[src/rtl/sc_backg_scroll_ctrl.sv]
// Background scroll controller: drives clear/load/shift/data of the 4-bit background-type register.
// Latency: clear 1 cycle after start, load 1 cycle after pattern handshake, shifts every STEP_PERIOD cycles.
// Backpressure: waits in WAIT_PAT with pattern_req_Out=1 for as long as pattern_valid_In stays low.
//
// Ports:
//   SC_RegBACKGTYPE_CLOCK_50 / SC_RegBACKGTYPE_RESET_InHigh : clock, async active-high reset
//   start_InLow, stop_InLow, direction_In                   : game-control commands
//   pattern_valid_In, pattern_InBUS, pattern_req_Out        : upstream pattern request/valid handshake
//   clear_OutLow, load_OutLow, shiftselection_Out,
//   data_OutBUS                                             : background-type register controls
//   busy_Out                                                : high whenever not IDLE
// Optional feature: define SC_BACKGSCROLL_BOUNCE_EN to make the direction flip on every pattern
// after the first one following start.
module sc_backg_scroll_ctrl #(
    parameter int BACKG_DATAWIDTH   = 4,
    parameter int STEP_PERIOD       = 16,
    parameter int STEPS_PER_PATTERN = 4
) (
    input  logic                       SC_RegBACKGTYPE_CLOCK_50,
    input  logic                       SC_RegBACKGTYPE_RESET_InHigh,
    input  logic                       start_InLow,
    input  logic                       stop_InLow,
    input  logic                       direction_In,
    input  logic                       pattern_valid_In,
    input  logic [BACKG_DATAWIDTH-1:0] pattern_InBUS,
    output logic                       pattern_req_Out,
    output logic                       clear_OutLow,
    output logic                       load_OutLow,
    output logic [1:0]                 shiftselection_Out,
    output logic [BACKG_DATAWIDTH-1:0] data_OutBUS,
    output logic                       busy_Out
);

    localparam int TICK_W = $clog2((STEP_PERIOD < 2) ? 2 : STEP_PERIOD);
    localparam int STEP_W = $clog2((STEPS_PER_PATTERN < 2) ? 2 : STEPS_PER_PATTERN);

    // COUNT lasts STEP_PERIOD-1 cycles and SHIFT one more, giving STEP_PERIOD per step.
    localparam logic [TICK_W-1:0] TICK_LAST = TICK_W'(STEP_PERIOD - 2);
    localparam logic [STEP_W-1:0] STEP_LAST = STEP_W'(STEPS_PER_PATTERN - 1);

    typedef enum logic [2:0] {
        S_IDLE     = 3'd0,
        S_CLEAR    = 3'd1,
        S_WAIT_PAT = 3'd2,
        S_LOAD     = 3'd3,
        S_COUNT    = 3'd4,
        S_SHIFT    = 3'd5
    } state_t;

    state_t                       r_state;
    state_t                       w_next;
    logic [BACKG_DATAWIDTH-1:0]   r_hold;
    logic                         r_dir_q;
    logic [TICK_W-1:0]            r_tick;
    logic [STEP_W-1:0]            r_step;
    logic                         w_handshake;

    // A stop on the handshake edge wins: the pattern is not consumed.
    assign w_handshake = (r_state == S_WAIT_PAT) && pattern_valid_In && stop_InLow;

    always_ff @(posedge SC_RegBACKGTYPE_CLOCK_50 or posedge SC_RegBACKGTYPE_RESET_InHigh) begin
        if (SC_RegBACKGTYPE_RESET_InHigh) begin
            r_state <= S_IDLE;
        end else begin
            r_state <= w_next;
        end
    end

`ifdef SC_BACKGSCROLL_BOUNCE_EN
    logic r_first_hs;

    always_ff @(posedge SC_RegBACKGTYPE_CLOCK_50 or posedge SC_RegBACKGTYPE_RESET_InHigh) begin
        if (SC_RegBACKGTYPE_RESET_InHigh) begin
            r_dir_q    <= 1'b0;
            r_first_hs <= 1'b1;
        end else if (r_state == S_CLEAR) begin
            r_first_hs <= 1'b1;
        end else if (w_handshake) begin
            r_first_hs <= 1'b0;
            r_dir_q    <= r_first_hs ? direction_In : ~r_dir_q;
        end
    end
`else
    always_ff @(posedge SC_RegBACKGTYPE_CLOCK_50 or posedge SC_RegBACKGTYPE_RESET_InHigh) begin
        if (SC_RegBACKGTYPE_RESET_InHigh) begin
            r_dir_q <= 1'b0;
        end else if (w_handshake) begin
            r_dir_q <= direction_In;
        end
    end
`endif

    always_ff @(posedge SC_RegBACKGTYPE_CLOCK_50 or posedge SC_RegBACKGTYPE_RESET_InHigh) begin
        if (SC_RegBACKGTYPE_RESET_InHigh) begin
            r_hold <= '0;
            r_tick <= '0;
            r_step <= '0;
        end else begin
            if (w_handshake) begin
                r_hold <= pattern_InBUS;
            end
            case (r_state)
                S_LOAD: begin
                    r_tick <= '0;
                    r_step <= '0;
                end
                S_COUNT: begin
                    if (r_tick == TICK_LAST) begin
                        r_tick <= '0;
                    end else begin
                        r_tick <= r_tick + 1'b1;
                    end
                end
                S_SHIFT: begin
                    if (r_step != STEP_LAST) begin
                        r_step <= r_step + 1'b1;
                    end
                end
                default: ;
            endcase
        end
    end

    always_comb begin
        w_next             = r_state;
        clear_OutLow       = 1'b1;
        load_OutLow        = 1'b1;
        shiftselection_Out = 2'b00;
        pattern_req_Out    = 1'b0;
        case (r_state)
            S_IDLE: begin
                if (!start_InLow) begin
                    w_next = S_CLEAR;
                end
            end
            S_CLEAR: begin
                clear_OutLow = 1'b0;
                w_next       = S_WAIT_PAT;
            end
            S_WAIT_PAT: begin
                pattern_req_Out = 1'b1;
                if (pattern_valid_In) begin
                    w_next = S_LOAD;
                end
            end
            S_LOAD: begin
                load_OutLow = 1'b0;
                w_next      = S_COUNT;
            end
            S_COUNT: begin
                if (r_tick == TICK_LAST) begin
                    w_next = S_SHIFT;
                end
            end
            S_SHIFT: begin
                shiftselection_Out = r_dir_q ? 2'b10 : 2'b01;
                w_next             = (r_step == STEP_LAST) ? S_WAIT_PAT : S_COUNT;
            end
            default: begin
                w_next = S_IDLE;
            end
        endcase
        // Stop overrides every transition, including a simultaneous start in IDLE.
        if (!stop_InLow) begin
            w_next = S_IDLE;
        end
    end

    assign data_OutBUS = r_hold;
    assign busy_Out    = (r_state != S_IDLE);

endmodule

[config.mk]
export PLATFORM = sky130hd
export DESIGN_NAME = sc_backg_scroll_ctrl
export DESIGN_NICKNAME = d
export VERILOG_FILES = /design/src/rtl/sc_backg_scroll_ctrl.sv
export SDC_FILE = /design/constraint.sdc
export NUM_CORES = 1
export LEC_CHECK = 0
export ABC_AREA = 1
export CAP_MARGIN = 20
export CORE_UTILIZATION = 50
export DETAILED_ROUTE_END_ITERATION = 8
export PLACE_DENSITY = 0.83
export SLEW_MARGIN = 20
export SYNTH_ARGS = -nofsm -noshare
export SYNTH_HDL_FRONTEND = slang
export SYNTH_SLANG_ARGS = --single-unit
export TNS_END_PERCENT = 100
[constraint.sdc]
create_clock -name SC_RegBACKGTYPE_CLOCK_50 -period 3.1 [get_ports SC_RegBACKGTYPE_CLOCK_50]
set_input_delay 0.465 -clock SC_RegBACKGTYPE_CLOCK_50 [delete_from_list [all_inputs] [get_ports SC_RegBACKGTYPE_CLOCK_50]]
set_output_delay 0.465 -clock SC_RegBACKGTYPE_CLOCK_50 [all_outputs]
set_load 0.01 [all_outputs]
==> impl_metrics.csv, run 1 <==
group,metric,value,unit
synthesis,synth_area_per_cell,8.19,um2
synthesis,synth_top_area_cell,"dfrtp_1",
clock_tree,cts_setup_buffers,0,
die,core,1350,um2
clock_tree,postCtsHoldBufs,0,
worst_setup_path,end_kind,"primary output",
global_routing,globalRouteMet1Util,23.8,%
power_and_ir_drop,irDropWorstVdd,0.323,mV
die,initial_utilization,55.8,%
synthesis,yosysTopAreaCellShare,46.5,%
synthesis,seq_area_frac_synth,46.5,%
hold_path,worstHoldStart,"r_step[0]",
synthesis,yosysUniqueCellTypes,19,
power_and_ir_drop,power_frac_clock,16.5,%
routing,vias,647,
placement,hpwl,1100,um
cells_and_area,diodes,0,
power_and_ir_drop,switching_share,34.0,%
synthesis,synth_ff_type,"dfrtp_1",
routing,drt-vias-per-instance,5.05,
worst_setup_path,worstPathMaxFanout,8,
power_and_ir_drop,p_comb_share,35.6,%
die,ios,20,
sta,relSlewSlack,64.6,%
placement,gp_congestion,0.732,
routing,ant_nets,0,
routing,routedWlPerCell,10.8,um
worst_setup_path,critical_path_required,2630,ps
worst_setup_path,crit_path_start_kind,"flip-flop",
clock_tree,clock_sinks,14,
global_routing,antenna_found_initial,0,
sta,timing_hold_violations_final,0,
clock_tree,cts_buffer_depth,2,
power_and_ir_drop,intPower,0.000393,W
global_routing,grt_max_degree,15,
synthesis,synth_area_leaders,"dfrtp_1, nand2_1, inv_1",
global_routing,gr-usage-all-layers,20.6,%
clock_tree,cts_tree,"yes",
global_routing,top_usage_layer,"met2",
die,rows,13,
global_routing,grt_pass1_vias,561,
synthesis,synth_top_cells_by_count,"nand2_1, dfrtp_1, inv_1",
power_and_ir_drop,seqPwrFrac,48.0,%
worst_setup_path,startpoint,"r_state[0]",
die,dieWidth,40.8,um
routing,firstDrtPassIters,4,
routing,drc_errors,0,
sta,fin_skew,7.32,ps
job,maxCapViolCount,0,
synthesis,synth_edf_count,0,
worst_setup_path,critPathKind,"flip-flop to primary output",
sta,fin_crit,2150,ps
global_routing,met2_usage,36.3,%
placement,post_dp_cell_area,957,um2
sta,rsz0062_at_grt,"no",
sta,fin_crit_sh,69.4,%
sta,setup_ws,950,ps
clock_tree,cts_root_buf,"clkbuf_4",
sta,finalSetupTns,0,ps
power_and_ir_drop,power.leakage,0.498,nW
sta,worst-slew-pin-transition,530,ps
worst_setup_path,rr_startpoint,"r_state[0]",
routing,routed_wl,1390,um
global_routing,grt_use_met3,3.26,%
clock_tree,htree_levels,1,
status,status,"completed",
global_routing,grt_pass1_wl,2210,um
synthesis,synth_seq_cells,14,
clock_tree,ctsResizeCount,0,
hold_path,min_path_type,"flip-flop to flip-flop",
power_and_ir_drop,p_per_area,607,nW/um2
global_routing,gr-total-overflow,0,
cells_and_area,drive_gt1_share,11.5,%
synthesis,synthCells,92,
die,die-height,40.8,um
die,die_area,1670,um2
synthesis,ys.warnings.count,0,
synthesis,syn_area,753,um2
sta,drv_slew,0,
worst_setup_path,critPathArrivalTime,1690,ps
synthesis,synth.net_count,105,
placement,portBuffers,19,
sta,setup_viol,0,
cells_and_area,nNetsFinal,128,
cells_and_area,syn_to_final_growth,30.1,%
clock_tree,numCtsBuffers,3,
power_and_ir_drop,switching_power,0.000202,W
cells_and_area,fin_area,980,um2
synthesis,async_flop_share,100,%
clock_tree,path_clk_slew,80,ps
routing,dr.first_iter.drc_count,14,
placement,dp_slack,1240,ps
sta,max_freq,465,MHz
clock_tree,clk_latency,270,ps
synthesis,yosysMostFrequentCell,"nand2_1",
## kinds of logic after synthesis
kind of cell    synth area share [%]
flops                           46.5
compound gates                  7.64
simple gates                    31.7
buf+inv                         9.14
fa+ha+maj                       4.98
## worst max-delay path, stage by stage (launching register included)
cell and delay, ps:
dfrtp_1 540, nand3_1 210, nor2_1 120, clkdlybuf4s50_1 550
## per-stage QoR
step | std cells | util [%] | power (W) | hold WS, ps
finish | 128 | 72.6 | 0.000595 | 484
global placement | 125 | 70.9 | 0.000494 | 457
global route | 128 | 72.6 | 0.000644 | 526
detailed placement | 125 | 70.9 | 0.000501 | 475
CTS | 128 | 72.6 | 0.000602 | 485
floorplan | 92 | - | 0.000396 | 354
## cell usage in the layout (no fill, tap or decap)
cell type,synthesis,layout
nand3b_1,1,1
nand2_2,1,1
nor3_4,1,1
a21boi_0,1,1
inv_2,3,3
nor2_1,6,6
o21ai_1,6,6
nand3_4,1,1
nand4_1,3,3
a21oi_1,1,1
clkbuf_4,0,3
clkdlybuf4s50_1,0,19
nand3_1,10,10
nand2_1,19,19
nand3_2,1,1
dfrtp_1,14,14
nor2_2,3,3
ha_1,3,3
o21ai_0,3,3
inv_1,14,14
## routing by layer
layer / routed length [um] / part of all wire [%] / up-vias
met1: 651 / 47 / 290
met3: 51 / 3.7 / 2
met2: 673 / 48 / 19
li1: - / - / 336
met5: 0 / 0 / -
met4: 11 / 0.79 / 0
## state kept, by name (all words and copies together), names as in the netlist
register	cells
data_OutBUS	4
r_state	3
r_tick	4
r_step	2
r_dir_q	1
## cell type report
cell class	count	area [um2]
Clock buffer	3	22.5
Fill cell	117	370
Inverter	17	63.8
Multi-Input combinational cell	60	334
Sequential cell	14	350
Tap cell	15	18.8
Timing Repair Buffer	19	190
## power by group through the flow
stage,Clock (W),Combinational [W],Sequential [W]
final,0.0000979,0.000211,0.000285
after global routing,0.000107,0.000242,0.000295
after CTS,0.000102,0.000215,0.000285
after detailed placement,0,0.000213,0.000289
after global placement,0,0.000209,0.000285
after floorplan,0,0.000111,0.000285
## final timing paths
kind | depth (start not counted) | to | slack, ps
hold reg to reg | 1 | r_step[0] | 480
hold / removal | 1 | r_step[0] | 480
setup reg to reg | 6 | r_tick[2] | 1860
setup / recovery | 3 | shiftselection_Out[0] | 950
max in group asynchronous | 2 | data_OutBUS[3] | 2210
min in group asynchronous | 2 | r_tick[1] | 540
Power figures use the tool's default switching activity.
==> run 2: changes to the inputs <==
--- a/config.mk
+++ b/config.mk
@@ -7,9 +7,9 @@
 export LEC_CHECK = 0
 export ABC_AREA = 1
 export CAP_MARGIN = 20
-export CORE_UTILIZATION = 50
+export CORE_UTILIZATION = 46
 export DETAILED_ROUTE_END_ITERATION = 8
-export PLACE_DENSITY = 0.83
+export PLACE_DENSITY = 0.77
 export SLEW_MARGIN = 20
 export SYNTH_ARGS = -nofsm -noshare
 export SYNTH_HDL_FRONTEND = slang
==> constraint.sdc (replaced) <==
create_clock -name SC_RegBACKGTYPE_CLOCK_50 -period 2.1 [get_ports SC_RegBACKGTYPE_CLOCK_50]
set_input_delay 0.315 -clock SC_RegBACKGTYPE_CLOCK_50 [delete_from_list [all_inputs] [get_ports SC_RegBACKGTYPE_CLOCK_50]]
set_output_delay 0.315 -clock SC_RegBACKGTYPE_CLOCK_50 [all_outputs]
set_load 0.01 [all_outputs]
==> run 2 against run 1 <==
Net effect:
- utilization is 7.3 points lower
- design area is 1.5% higher
- setup slack worse by 810 ps
- combinational power is 51% higher
- critical path depth is 1 higher
- hold slack worse by 120 ps
- sequential share of layout area is 0.54 points lower
- total power is 56% higher
- via count is 3.7% higher
- cell count is 1.6% higher
- global-route usage is 2.1 points lower
- non-clock buffer count stayed put
- critical endpoint unchanged
==> impl_metrics.csv, run 2 (synthesis gave the netlist of run 1 again) <==
group,metric,value,unit
sta,worst-slew-pin-transition,511,ps
worst_setup_path,cp.depth,4,
worst_setup_path,rr_startpoint,"r_state[0]",
power_and_ir_drop,p_per_area,934,nW/um2
worst_setup_path,worstPathMaxFanout,6,
sta,relSlewSlack,65.9,%
worst_setup_path,startpoint,"r_state[1]",
worst_setup_path,crit_buf_inv,2,
die,die_area,1800,um2
status,status,"completed",
placement,gp_congestion,0.899,
worst_setup_path,crit_chain,"inv_2 > nand3_1 > nor2_1 > clkdlybuf4s50_1",
power_and_ir_drop,power.leakage,0.505,nW
routing,drt-vias-per-instance,5.16,
clock_tree,cts_setup_buffers,0,
cells_and_area,diodes,0,
routing,firstDrtPassIters,4,
die,ios,20,
global_routing,antenna_found_initial,0,
die,dieWidth,42.5,um
cells_and_area,final_cells,130,
worst_setup_path,crit_end,"shiftselection_Out[0]",
sta,fin_crit,1960,ps
worst_setup_path,critPathKind,"flip-flop to primary output",
die,rows,14,
worst_setup_path,end_kind,"primary output",
global_routing,gr-total-overflow,0,
sta,drv_slew,0,
sta,max_freq,511,MHz
power_and_ir_drop,finalPower,0.000929,W
worst_setup_path,critical_path_required,1780,ps
routing,vias,671,
placement,portBuffers,19,
clock_tree,numCtsBuffers,3,
clock_tree,path_clk_slew,80,ps
sta,timing_hold_violations_final,0,
sta,rsz0062_at_grt,"no",
clock_tree,ctsResizeCount,0,
clock_tree,cts_buffer_depth,2,
die,die-height,42.5,um
worst_setup_path,worst_path_largest_cell_delay,540,ps
clock_tree,htree_levels,1,
cells_and_area,area.sequential,350,um2
power_and_ir_drop,irDropWorstVdd,0.581,mV
worst_setup_path,r2r_end,"r_tick[2]",
cells_and_area,drive_gt1_share,12.3,%
clock_tree,clock_sinks,14,
clock_tree,cts_tree,"yes",
routing,ant_nets,0,
global_routing,gr-usage-all-layers,18.5,%
sta,finalSetupTns,0,ps
cells_and_area,mostFrequentLayoutCells,"nand2_1, clkdlybuf4s50_1, inv_1, dfrtp_1, nand3_1",
placement,dp.cells,126,
worst_setup_path,crit_path_start_kind,"flip-flop",
cells_and_area,syn_to_final_growth,32.1,%
routing,routed_wl,1490,um
clock_tree,clk_latency,270,ps
placement,hpwl,1210,um
routing,routedWlPerCell,11.5,um
clock_tree,cts_root_buf,"clkbuf_4",
global_routing,grt_max_degree,15,
die,core,1520,um2
clock_tree,postCtsHoldBufs,0,
routing,dr.first_iter.drc_count,8,
worst_setup_path,critPathArrivalTime,1640,ps
cells_and_area,fillers,140,
worst_setup_path,cpMaxStageDelayCell,"clkdlybuf4s50_1",
worst_setup_path,reg2reg_setup_slack,840,ps
sta,setup_viol,0,
worst_setup_path,r2r_cells,6,
sta,fin_crit_sh,93.1,%
sta,worst_hold_slack,367,ps
sta,fin_skew,1.14,ps
global_routing,grt_pass1_wl,2480,um
global_routing,grt_pass1_vias,622,
cells_and_area,multi_input_area,334,um2
cells_and_area,nNetsFinal,128,
worst_setup_path,cp_top_family,"buffers and inverters",
job,maxCapViolCount,0,
die,initial_utilization,49.4,%
hold_path,min_path_type,"primary input to asynchronous set/reset pin",
routing,drc_errors,0,
-- run 2: area by class of cell --
| type | instances | share of cell area (%) |
|---|---|---|
| clock buffers | 4 | 3.65 |
| inverters | 17 | 6.42 |
| multi-input cells | 60 | 33.6 |
| flip-flops and latches | 14 | 35.2 |
| well taps | 16 | 2.01 |
| repair buffers | 19 | 19.1 |
-- run 2: where the power goes --
group          switching, W  internal (W)  leakage, nW
sequential        0.0000756      0.000347        0.186
combinational      0.000153      0.000165        0.298
clock             0.0000821      0.000105       0.0210
total              0.000311      0.000618        0.505
-- run 2: how the worst min path moves through the flow --
stage	end	slack (ps)	depth (start not counted)
finish	r_tick[2]	370	2
global route	data_OutBUS[1]	410	2
CTS	data_OutBUS[3]	380	2
detailed placement	r_step[1]	480	2
global placement	r_step[0]	470	1
floorplan	data_OutBUS[0]	200	1
-- run 2: through the flow --
step	util, %	cell area, um2	setup WS (ps)
detailed placement	62.9	958	436
global placement	62.9	958	474
finish	65.3	995	144
CTS	65.3	995	117
floorplan	-	753	920
global route	65.3	995	50.6
-- run 2: routing by layer --
metal / vias to the layer above / track usage, % / share of wire (%)
met2: 21 / 31.1 / 50
met1: 308 / 21.9 / 43
li1: 338 / - / -
met3: 4 / 1.72 / 4.9
met5: - / 0 / 0
met4: 0 / 13.1 / 1.8
==> run 3: changes to the inputs <==
--- a/config.mk
+++ b/config.mk
@@ -6,7 +6,7 @@
 export NUM_CORES = 1
 export LEC_CHECK = 0
 export ABC_AREA = 1
-export CAP_MARGIN = 20
+export CORE_MARGIN = 1.5
 export CORE_UTILIZATION = 46
 export DETAILED_ROUTE_END_ITERATION = 8
 export PLACE_DENSITY = 0.77
==> run 3 against run 2 <==
Net effect:
- sequential power grew 1%
- utilization decreased by 0.90 points
- setup slack worse by 9.5 ps
- via count fell by 2.1%
- cell count down 0.77%
- hold slack better by 5.4 ps
- global-route usage grew 0.63 points
- maximum frequency down 0.48%
- critical path type unchanged
- highest routed layer unchanged
==> impl_metrics.csv, run 3 (synthesis gave the netlist of run 1 again) <==
group,metric,value,unit
die,die-height,43.5,um
clock_tree,postCtsHoldBufs,0,
cells_and_area,fillers,139,
power_and_ir_drop,irDropWorstVdd,0.561,mV
die,rows,14,
cells_and_area,mostFrequentLayoutCells,"nand2_1, clkdlybuf4s50_1, inv_1, dfrtp_1, nand3_1",
die,die_area,1890,um2
clock_tree,cts_buffer_depth,2,
clock_tree,clk_latency,270,ps
sta,worst-slew-pin-transition,519,ps
clock_tree,path_clk_slew,80,ps
global_routing,grt_max_degree,15,
cells_and_area,nNetsFinal,128,
die,dieWidth,43.5,um
clock_tree,cts_root_buf,"clkbuf_4",
routing,firstDrtPassIters,4,
worst_setup_path,end_kind,"primary output",
clock_tree,numCtsBuffers,3,
power_and_ir_drop,power.leakage,0.498,nW
worst_setup_path,rr_startpoint,"r_state[0]",
placement,gp_congestion,0.908,
sta,setup_viol,0,
routing,routed_wl,1530,um
cells_and_area,multi_input_area,334,um2
sta,finalSetupTns,0,ps
routing,routedWlPerCell,11.8,um
worst_setup_path,critPathKind,"flip-flop to primary output",
routing,dr.first_iter.drc_count,6,
cells_and_area,diodes,0,
clock_tree,cts_setup_buffers,0,
routing,drc_errors,0,
die,ios,20,
worst_setup_path,worstPathMaxFanout,6,
global_routing,gr-usage-all-layers,19.1,%
sta,worst_hold_slack,372,ps
clock_tree,ctsResizeCount,0,
die,initial_utilization,49.4,%
hold_path,min_path_type,"primary input to asynchronous set/reset pin",
status,status,"completed",
sta,drv_slew,0,
clock_tree,cts_tree,"yes",
routing,drt-vias-per-instance,5.09,
die,core,1520,um2
placement,portBuffers,19,
global_routing,grt_pass1_wl,2660,um
worst_setup_path,startpoint,"r_state[1]",
global_routing,antenna_found_initial,0,
sta,fin_skew,1.04,ps
power_and_ir_drop,p_per_area,904,nW/um2
worst_setup_path,critical_path_required,1780,ps
clock_tree,htree_levels,1,
clock_tree,clock_sinks,14,
cells_and_area,area.sequential,350,um2
sta,rsz0062_at_grt,"no",
sta,fin_crit_sh,93.6,%
sta,max_freq,509,MHz
sta,relSlewSlack,65.4,%
worst_setup_path,critPathArrivalTime,1650,ps
sta,fin_crit,1970,ps
routing,ant_nets,0,
placement,hpwl,1200,um
routing,vias,657,
cells_and_area,syn_to_final_growth,30.2,%
worst_setup_path,crit_path_start_kind,"flip-flop",
global_routing,gr-total-overflow,0,
global_routing,grt_pass1_vias,645,
sta,timing_hold_violations_final,0,
job,maxCapViolCount,0,
cells_and_area,drive_gt1_share,11.5,%
run 3: power breakdown:
group / internal, W / switching (W) / leakage, nW / total (W)
Clock: 0.0000663 / 0.0000762 / 0.0138 / 0.000142
Combinational: 0.000166 / 0.000151 / 0.298 / 0.000317
Sequential: 0.000347 / 0.0000802 / 0.186 / 0.000428
Total: 0.000579 / 0.000308 / 0.498 / 0.000887
run 3: cell type report:
class | instances | share of cell area (%)
timing repair buffer | 19 | 19.4
sequential | 14 | 35.7
multi-input combinational | 60 | 34.1
inverter | 17 | 6.51
clock buffer | 3 | 2.30
tap | 16 | 2.04
run 3: stage by stage:
step           setup slack, ps  area (um2)  power [W]  utilization, %  std cells
6_report                   135         981   0.000887            64.4        129
5_1_grt                   22.0         981   0.000953            64.4        129
4_1_cts                    120         981   0.000899            64.4        129
3_5_place_dp               429         958   0.000751            62.9        126
3_3_place_gp               471         958   0.000732            62.9        126
2_1_floorplan              920         753   0.000585               -         92
run 3: worst paths after layout:
kind,endpoint,slack (ps),cells past startpoint
max,shiftselection_Out[1],130,4
min,data_OutBUS[1],370,2
max in group asynchronous,r_state[1],1380,2
min reg2reg,r_step[1],490,2
min in group SC_RegBACKGTYPE_CLOCK_50,r_step[1],490,2
max reg2reg,r_tick[2],870,6
run 3: worst max-delay path, cell delays in order (launching register included):
cell and delay, ps:
dfrtp_1 430, inv_2 140, nand3_1 140, nor2_1 120, clkdlybuf4s50_1 540
run 3: metal layers:
metal	track usage, %	up-vias	part of all wire, %
met5	0	-	0
met4	13.3	0	0.98
li1	-	341	-
met3	2.50	2	5.4
met1	23.8	293	46
met2	30.7	21	48
